--- config.mk ---
export PLATFORM = sky130hd
export DESIGN_NAME = awg_param_ctrl
export DESIGN_NICKNAME = d
export VERILOG_FILES = /design/src/rtl/awg_param_ctrl.sv
export SDC_FILE = /design/constraint.sdc
export NUM_CORES = 1
export LEC_CHECK = 0
export BUFFER_PORTS_ARGS = -buffer_cell sky130_fd_sc_hd__buf_2
export CAP_MARGIN = 30
export CORE_UTILIZATION = 30
export CTS_BUF_LIST = sky130_fd_sc_hd__clkbuf_4 sky130_fd_sc_hd__clkbuf_8 sky130_fd_sc_hd__clkbuf_16
export DETAILED_ROUTE_END_ITERATION = 10
export PLACE_DENSITY_LB_ADDON = 0.05
export SYNTH_ARGS = -nofsm -noshare
export SYNTH_HDL_FRONTEND = slang
export SYNTH_SLANG_ARGS = --single-unit
--- constraint.sdc ---
create_clock -name clk -period 5.1 [get_ports clk]
set_clock_uncertainty 0.05 [all_clocks]
set_input_delay 1.02 -clock clk [delete_from_list [all_inputs] [get_ports clk]]
set_output_delay 1.02 -clock clk [all_outputs]
set_load 0.01 [all_outputs]
--- src/rtl/awg_param_ctrl.sv ---
// awg_param_ctrl: push-button front panel for an arbitrary waveform generator.
//
// Four raw active-low keys are synchronised, debounced and edge-detected into
// one-cycle press pulses. The pulses drive a small field-select FSM
// (FREQ -> AMP -> PHASE) and the registered generator parameters.
//
// Ports
//   clk          in   system clock
//   rst          in   synchronous active-high reset
//   key_sel      in   raw key, active-low: advance the selected field
//   key_up       in   raw key, active-low: increase the selected field
//   key_down     in   raw key, active-low: decrease the selected field
//   key_en       in   raw key, active-low: toggle en
//   en           out  generator enable
//   state_freq   out  [11:0] phase-accumulator step, saturating in 1..4095
//   state_amp    out  [2:0]  amplitude divisor, saturating in 1..7
//   state_phase  out  [7:0]  phase offset, wraps modulo 256
//   field_sel    out  [1:0]  0=FREQ, 1=AMP, 2=PHASE
module awg_param_ctrl #(
    parameter logic [19:0] DEB_CNT    = 20'd500000,
    parameter logic [11:0] FREQ_STEP  = 12'd16,
    parameter logic [7:0]  PHASE_STEP = 8'd8
) (
    input  logic        clk,
    input  logic        rst,
    input  logic        key_sel,
    input  logic        key_up,
    input  logic        key_down,
    input  logic        key_en,
    output logic        en,
    output logic [11:0] state_freq,
    output logic [2:0]  state_amp,
    output logic [7:0]  state_phase,
    output logic [1:0]  field_sel
);

    localparam int unsigned NumKeys = 4;
    localparam int unsigned KSel    = 0;
    localparam int unsigned KUp     = 1;
    localparam int unsigned KDown   = 2;
    localparam int unsigned KEn     = 3;

    typedef enum logic [1:0] {
        StFreq  = 2'd0,
        StAmp   = 2'd1,
        StPhase = 2'd2
    } field_e;

    // ------------------------------------------------------------------
    // Key conditioning: 2-flop sync, debounce counter, press detect
    // ------------------------------------------------------------------
    logic [NumKeys-1:0] key_raw;
    logic [NumKeys-1:0] sync1_q, sync2_q;
    logic [NumKeys-1:0] deb_q, deb_d;
    logic [NumKeys-1:0] deb_prev_q;
    logic [NumKeys-1:0] press_q, press_d;
    logic [19:0]        cnt_q [NumKeys];
    logic [19:0]        cnt_d [NumKeys];

    assign key_raw = {key_en, key_down, key_up, key_sel};

    always_comb begin
        for (int k = 0; k < NumKeys; k++) begin
            deb_d[k] = deb_q[k];
            cnt_d[k] = '0;
            if (sync2_q[k] != deb_q[k]) begin
                if (cnt_q[k] == DEB_CNT - 20'd1) begin
                    deb_d[k] = sync2_q[k];
                end else begin
                    cnt_d[k] = cnt_q[k] + 20'd1;
                end
            end
        end
        // Press = falling edge of the debounced level, seen one cycle late.
        press_d = deb_prev_q & ~deb_q;
    end

    always_ff @(posedge clk) begin
        if (rst) begin
            sync1_q    <= '1;
            sync2_q    <= '1;
            deb_q      <= '1;
            deb_prev_q <= '1;
            press_q    <= '0;
            for (int k = 0; k < NumKeys; k++) begin
                cnt_q[k] <= '0;
            end
        end else begin
            sync1_q    <= key_raw;
            sync2_q    <= sync1_q;
            deb_q      <= deb_d;
            deb_prev_q <= deb_q;
            press_q    <= press_d;
            for (int k = 0; k < NumKeys; k++) begin
                cnt_q[k] <= cnt_d[k];
            end
        end
    end

    // ------------------------------------------------------------------
    // Field FSM and parameter registers
    // ------------------------------------------------------------------
    field_e      field_q, field_d;
    logic        en_q, en_d;
    logic [11:0] freq_q, freq_d;
    logic [2:0]  amp_q, amp_d;
    logic [7:0]  phase_q, phase_d;

    // 13-bit so carry-out / borrow are visible instead of wrapping.
    logic [12:0] freq_sum, freq_diff;
    logic        adj_up, adj_down;

    assign freq_sum  = {1'b0, freq_q} + {1'b0, FREQ_STEP};
    assign freq_diff = {1'b0, freq_q} - {1'b0, FREQ_STEP};

    // up+down together cancel; sel wins over any adjustment.
    assign adj_up   = press_q[KUp] & ~press_q[KDown] & ~press_q[KSel];
    assign adj_down = press_q[KDown] & ~press_q[KUp] & ~press_q[KSel];

    always_comb begin
        field_d = field_q;
        en_d    = en_q;
        freq_d  = freq_q;
        amp_d   = amp_q;
        phase_d = phase_q;

        if (press_q[KEn]) begin
            en_d = ~en_q;
        end

        if (press_q[KSel]) begin
            unique case (field_q)
                StFreq:  field_d = StAmp;
                StAmp:   field_d = StPhase;
                StPhase: field_d = StFreq;
                default: field_d = StFreq;
            endcase
        end else if (adj_up || adj_down) begin
            unique case (field_q)
                StFreq: begin
                    if (adj_up) begin
                        freq_d = freq_sum[12] ? 12'd4095 : freq_sum[11:0];
                    end else begin
                        freq_d = (freq_diff[12] || freq_diff[11:0] == 12'd0) ?
                                 12'd1 : freq_diff[11:0];
                    end
                end
                StAmp: begin
                    if (adj_up && amp_q != 3'd7) begin
                        amp_d = amp_q + 3'd1;
                    end else if (adj_down && amp_q > 3'd1) begin
                        amp_d = amp_q - 3'd1;
                    end
                end
                StPhase: begin
                    phase_d = adj_up ? phase_q + PHASE_STEP : phase_q - PHASE_STEP;
                end
                default: ;
            endcase
        end
    end

    always_ff @(posedge clk) begin
        if (rst) begin
            field_q <= StFreq;
            en_q    <= 1'b0;
            freq_q  <= 12'd1;
            amp_q   <= 3'd1;
            phase_q <= 8'd0;
        end else begin
            field_q <= field_d;
            en_q    <= en_d;
            freq_q  <= freq_d;
            amp_q   <= amp_d;
            phase_q <= phase_d;
        end
    end

    assign en          = en_q;
    assign state_freq  = freq_q;
    assign state_amp   = amp_q;
    assign state_phase = phase_q;
    assign field_sel   = field_q;

endmodule

* Yosys cells after proc, flatten, opt, wreduce, memory -nomap -nowiden
Memories as Yosys holds them, arrays and structs flattened.
Cells that the tools add are included.
** Storage, ports and cells
- Register bits after elaboration :: 46
- RAM bits :: 80
- Bits of input ports :: 6
- Output and inout bits :: 26
- Memories kept :: 1
** Cells by class
- $add $sub $neg :: 10
- Order comparisons :: 1
- Equal/unequal tests :: 11
- Multiplexer cells :: 22
- Bitwise logic cells :: 14
- Reduce and logical (&&, ||, !) cells :: 14
** Memory list
- cnt_q :: words 4, bits a word 20, rd ports 4, clocked after Yosys merged registers in 0, write ports 4, line 57 : logic [19:0] cnt_q [NumKeys];
** Operator list (number)
- 20-bit two-way mux :: 12
- 20-bit by 1-bit adder with 20-bit output, second input constant :: 4
- 20-bit by 19-bit equality test with 1-bit output, second input constant :: 4
- 12-bit two-way mux :: 3
- 12-bit by 5-bit adder with 13-bit output, second input constant :: 1
- 12-bit by 5-bit subtractor with 13-bit output, second input constant :: 1
- 12-bit zero test :: 1
- 8-bit by 4-bit adder with 8-bit output, second input constant :: 1
- 8-bit two-way mux :: 1
- 2-bit AND reduction :: 4
- 8-bit by 4-bit subtractor with 8-bit output, second input constant :: 1
- 3-bit two-way mux :: 2
- 3-bit AND reduction :: 2
- 1-bit bitwise AND :: 4
- 4-bit bitwise AND :: 1
- 1-bit inequality test :: 4
- 1-bit inverter :: 4
- 4-bit inverter :: 1
- 1-bit bitwise OR :: 4
- 2-bit one-hot mux with 2 select lines :: 1
- 4-bit AND reduction :: 1
- 3-bit by 1-bit adder with 3-bit output, second input constant :: 1
- 3-bit by 1-bit > comparator with 1-bit output, second input constant :: 1
- 1-bit two-way mux :: 3
- other kinds (8) :: 10

* Logic depth before layout (Yosys ltp)
Gate-level depths: netlist of the first run.
- Depth after elaboration :: 6
- Gate-level depth with buffers :: 9

* Worst setup path after synthesis of the first run
OpenSTA, ideal clock, no wires.
- Path type :: register -> register
- Start point :: register press_q[0]
- End point :: register phase_q[7] (netlist: state_phase[7])
- Library setup time :: 71 ps
- Arrival :: 2227 ps
- Data required time :: 4979 ps
- Setup slack :: 2752 ps
- Stages on the path, launching flop included :: 10
- Path buffers :: 1
- Path through :: dfxtp_1 buf_2 nor3b_4 inv_1 fa_1 a21o_1 a21oi_1 xnor2_1 or3_1 a21oi_1
** On the way
- Word-level cells in the longest chain between the ends :: 4
- Elaborated cells on any way between the ends :: 6
** RTL lines
- start: declaration :: line 56 : logic [NumKeys-1:0] press_q, press_d;
- start signal: assignment :: line 93 : press_q <= press_d;
- 1-bit inverter (no source line) (*)
- 1-bit bitwise AND, on equally long branches :: line 117, 118
- 1-bit logical OR :: line 138 : end else if (adj_up || adj_down) begin
- 3-bit AND reduction (no source line)
- end signal: assignment :: line 175 : phase_q <= phase_d;
- end: declaration :: line 107 : logic [7:0] phase_q, phase_d;
Every way passes the cells marked *; elsewhere a longest branch is shown, timed or not.
A chain may end at the register's enable or synchronous reset.

* Worst setup path after layout of the first run
Ends and elaborated chain as after synthesis.

==> qor.txt, run 1 <==
Status - complete, but fails checks
Critical-path top delay cell - nor3b_4
CTS tree - built
Fin Setup TNS - 0 ps
Worst R2R Start - press_q[0]
Hold Fails Final Rpt - 0
Antenna Cells - 0
Worst endpoint required time - 5380 ps
Hold EP - sync2_q[2]
Leakage - 2.30 nW
Antenna violations before repair - 0
Post-synth top flop - dfxtp_1
Worst Path Buf+Inv - 1
Slowest stage delay, CP - 700 ps
CP Cell Sequence - nor3b_4 > inv_1 > fa_1 > a21o_1 > a21oi_1 > xnor2_1 > or3_1 > a21oi_1
TritonCTS buffer count - 17
Layout area overhead - 16.7%
Period minus WS final - 2970 ps
Max cap viols - 0
Syn Std Cell Area - 5570 µm²
Final setup viols - 0
Max_slew headroom - 42.2%
Initial Util - 30.8%
Hold path cells - 1
Die ar. - 19100 µm²
# IOs - 32
Avg Vias per Cell - 4.73
Hold Path Class - reg -> reg
Fraction of registers with async set/reset - 0%
FILL cells - 1869
WHS - 358 ps
Cells after Synth - 642
Area share of the largest cell type after synthesis - 43.5%
Number of post-CTS setup repair buffers - 0
Total gr overflow - 0
Iter 0 DRT Violations - 182
Netlist cell types - 51
Die Y - 138 µm
Clk Tree Root Cell - clkbuf_16
Synth area leader - dfxtp_1
Worst-path clk slew - 50 ps
Top layer in use - met4
Setup CP Type - reg -> reg
M1 WL - 5.77 mm
CTS-repair resized insts - 0
Worst R2R Path Depth - 8
R2r endpoint - state_phase[7]
Gr usage total - 12.9%
# hold bufs at CTS - 0
Fmax - 336 MHz
Core area - 18100 µm²
P per Cell Area - 345 nW/µm²
Seq/Total Area, Yosys - 43.5%
Met3 wire len - 343 µm
Detail Route Antenna Nets - 0
Wire per inst - 12.7 µm
Violations in the final reports - DRC
Max-slew violation count - 0
Startpoint types - register
RD Place Congestion - 0.786
Num rows - 49
Peak VDD IR - 0.000224 V
Skew-Pair Late Insertion Delay - 410 ps
Pre-antenna DRT Iters - 9
HPWL after DPL - 7.74 mm
Maximum fanout along the worst path - 19
Largest net degree at the start of global routing - 42
Die X - 138 µm
IO buf count - 28
Largest cells by area after synthesis - dfxtp_1 43%, nor2_1 7.8%, xor2_1 7.2%
Period utilization - 58.3%
Vias in the first global route - 4098
Clock buffer depth - 2
Most Frequent Cell on Critical Path - a21oi_1
CP arrival - 3260 ps
Met2 WL post-DR - 5.12 mm
First-pass GRT wire length - 19.8 mm
Slew @ Worst Pin - 855 ps
Syn Area/Cell - 8.67 µm²
FF-to-FF setup slack - 2130 ps
CTS sink count - 121
RSZ-0062 raised after global routing - no
Hold path start - sync1_q[2]
Yosys Warn Count - 0
Layout net count - 684
Via Count - 4268
Synthesized flop and latch total - 121
Number of flops mapped to enable cells by yosys - 0
Family with the most delay on the worst path - simple AND/OR/NAND/NOR gates
Layout cell share with drive strength beyond 1 - 11.6%
Critical Path Sink Type - register
Residual DRC - 6
H-tree depth - 4
WL final - 11.5 mm
[flip-flops by register name (all words and copies together) (netlist names), 2 cells and up]
register and count:
cnt_q 80, deb_prev_q 4, deb_q 4, field_sel 2, press_q 4, state_amp 3, state_freq 10, state_phase 5
sync1_q 4, sync2_q 4
[routing by layer]
layer / global-route usage, % / vias up
met3: 3.71 / 20
met5: 0 / -
met4: 6.51 / 0
met1: 16.3 / 1979
li1: - / 2218
met2: 20.0 / 51
[metrics by stage]
step / std cells / area [µm²] / setup WS, ps / utilization [%] / power [W]
floorplan: 644 / 5580 / 2750 / - / 0.000987
global placement: 873 / 5880 / 2190 / 32.5 / 0.000992
detailed placement: 873 / 5880 / 2120 / 32.5 / 0.000992
CTS: 903 / 6500 / 2100 / 35.9 / 0.00228
global route: 903 / 6500 / 1870 / 35.9 / 0.00233
finish: 903 / 6500 / 2130 / 35.9 / 0.00224
[area by class of cell]
class,count,area (µm²),area share [%]
inverter,24,90.1,1.39
tap,229,287,4.41
clock inverter,8,145,2.23
timing repair buffer,29,148,2.27
multi-input combinational,470,2930,45.1
sequential,121,2420,37.3
clock buffer,22,475,7.32
[power by group]
group / switching (W) / internal [W] / total (W)
Combinational: 0.0000134 / 0.00000598 / 0.0000194
Clock: 0.000420 / 0.000852 / 0.00127
Sequential: 0.00000216 / 0.000950 / 0.000952
[worst max path at each step]
stage	start	to	cells after the start
detailed placement	press_q[0]	state_phase[7]	8
global route	press_q[0]	state_phase[7]	8
floorplan	press_q[0]	state_phase[7]	9
finish	press_q[0]	state_phase[7]	8
global placement	press_q[0]	state_phase[7]	8
CTS	press_q[0]	state_phase[7]	8
[cells in the final DEF, fill, tap and decap left out, types with 6 or more instances in the layout]
| cell type | count |
|---|---|
| buf_2 | 28 |
| inv_1 | 24 |
| nand4_1 | 19 |
| and3_1 | 9 |
| mux2i_1 | 8 |
| nand2b_1 | 6 |
| xnor2_1 | 39 |
| or2_2 | 14 |
| nor3_1 | 13 |
| nor4_1 | 16 |
| o21ai_0 | 8 |
| or3_1 | 11 |
| dfxtp_1 | 121 |
| nor2_1 | 116 |
| and4_1 | 8 |
| xor2_1 | 46 |
| clkbuf_16 | 17 |
| nand2_1 | 36 |
| nand3_1 | 34 |
| a21oi_1 | 18 |
| ha_1 | 14 |
[synthesized netlist by cell type (all sizes together) (13+ instances only)]
master,n
a21oi,18
dfxtp,121
nand4,19
inv,24
xor2,46
xnor2,39
nor4,17
ha,14
nand2,36
clkbuf,19
nand3,34
nor3,13
nor2,116
or2,14
[logic make-up after synthesis]
family / share of synthesized area (%)
other cells: 0.0673
mux: 1.44
buf+inv: 4.02
compound gates: 6.18
xor+xnor: 13.4
fa+ha+maj: 3.50
simple gates: 27.9
flops: 43.5
Power figures use the tool's default switching activity.
==> run 2: changes to the inputs <==
Clock period 5.1 ns to 2.5 ns, I/O delays scaled along.
==> qor.txt, run 2 (synthesis gave the netlist of run 1 again) <==
Status - complete, but fails checks
Violations in the final reports - DRC
Pre-antenna DRT Iters - 7
Slew @ Worst Pin - 828 ps
Die Y - 138 µm
Layout net count - 698
CP arrival - 2570 ps
Maximum fanout along the worst path - 9
Vias in the first global route - 4204
H-tree depth - 4
Startpoint types - register
Initial Util - 30.8%
Max cap viols - 0
Worst endpoint required time - 2800 ps
Layout area overhead - 18.3%
Clock buffer depth - 2
Via Count - 4331
P per Cell Area - 683 nW/µm²
Worst Setup SP - state_freq[4]
# hold bufs at CTS - 0
Max FFs per register - 80
Most common cell after layout, fill and taps aside - dfxtp_1
WL final - 11.5 mm
Antenna violations before repair - 0
Slowest stage delay, CP - 490 ps
Layout cell share with drive strength beyond 1 - 13.6%
WHS - 227 ps
RD Place Congestion - 0.763
CP Cell Sequence - inv_1 > ha_1 > or4b_1 > a211o_1 > a21oi_2 > a21o_1 > or3_1
Detail Route Antenna Nets - 0
Final setup viols - 0
Period utilization - 90.9%
Antenna Cells - 0
RSZ-0062 raised after global routing - no
Hold Fails Final Rpt - 0
Most frequent cells in the layout - 121 x dfxtp_1, 116 x nor2_1, 46 x xor2_1
Fin Setup TNS - 0 ps
HPWL after DPL - 7.91 mm
Die ar. - 19100 µm²
Core area - 18100 µm²
Avg Vias per Cell - 4.72
Peak VDD IR - 0.000432 V
Critical-path top delay cell - dfxtp_1
Max_slew headroom - 44.3%
Hold path start - key_down
First-pass GRT wire length - 20.1 mm
Worst-path clk slew - 50 ps
Leakage - 2.38 nW
Residual DRC - 6
Iter 0 DRT Violations - 160
Fmax - 440 MHz
Worst R2R Start - state_freq[4]
CTS tree - built
IO buf count - 28
Clk Tree Root Cell - clkbuf_16
Period minus WS final - 2270 ps
Skew-Pair Late Insertion Delay - 410 ps
Die X - 138 µm
Hold Path Class - in -> reg
Num rows - 49
Critical Path Sink Type - register
Largest net degree at the start of global routing - 23
Setup CP Type - reg -> reg
Max-slew violation count - 0
CTS sink count - 121
Wire per inst - 12.6 µm
Total gr overflow - 0
TritonCTS buffer count - 17
# IOs - 32
Gr usage total - 13.0%
Top reg by flops - cnt_q
run 2: cell types whose count changed in the layout (fill, tap and decap cells not counted):
cell,before,now
inv_6,0,1
clkinv_2,2,4
clkinvlp_4,2,0
buf_4,1,15
a21oi_2,0,1
bufinv_16,4,3
a21oi_1,18,17
clkbuf_4,3,4
run 2: final cells by class:
cell class	count	area (µm²)
multi-input combinational	470	2930
clock inverter	8	119
tap	229	287
fill	1851	11500
sequential	121	2420
clock buffer	23	483
inverter	24	90.1
timing repair buffer	43	253
run 2: what timing repair did:
action,CTS,global route
resized for setup,0,1
setup buffers,0,0
setup endpoints to repair,0,4
run 2: worst paths after layout:
kind	end	slack (ps)	depth (start not counted)
worst max-delay path	state_freq[0]	230	7
worst min-delay path	sync1_q[2]	230	2
worst max register to register	state_freq[0]	230	7
worst min register to register	press_q[3]	360	2
run 2: through the flow:
step | setup WS, ps | power (W) | std cells | utilization (%) | area [µm²]
final | 229 | 0.00450 | 918 | 36.4 | 6590
after global routing | 68.5 | 0.00467 | 918 | 36.4 | 6590
after CTS | 137 | 0.00458 | 918 | 36.4 | 6580
after detailed placement | 202 | 0.00203 | 887 | 33.1 | 5980
after global placement | 238 | 0.00203 | 887 | 33.1 | 5980
after floorplan | 152 | 0.00201 | 644 | - | 5580
run 2: critical path: cells and delay by family (launching register included):
| kind | cells | cell delay, ps |
|---|---|---|
| buf+inv | 1 | 160 |
| simple gates | 2 | 580 |
| fa+ha+maj | 1 | 260 |
| compound gates | 3 | 680 |
| flops | 1 | 490 |
run 2: power breakdown:
part | switching (W) | internal, W
logic | 0.0000270 | 0.0000151
clock network | 0.000859 | 0.00166
registers | 0.00000488 | 0.00194
run 2: per-layer routing:
| layer | track usage [%] | share of wire [%] |
|---|---|---|
| met1 | 15.9 | 49 |
| met4 | 5.85 | 2.3 |
| met5 | 0 | 0 |
| met2 | 20.8 | 45 |
| met3 | 4.19 | 3.9 |
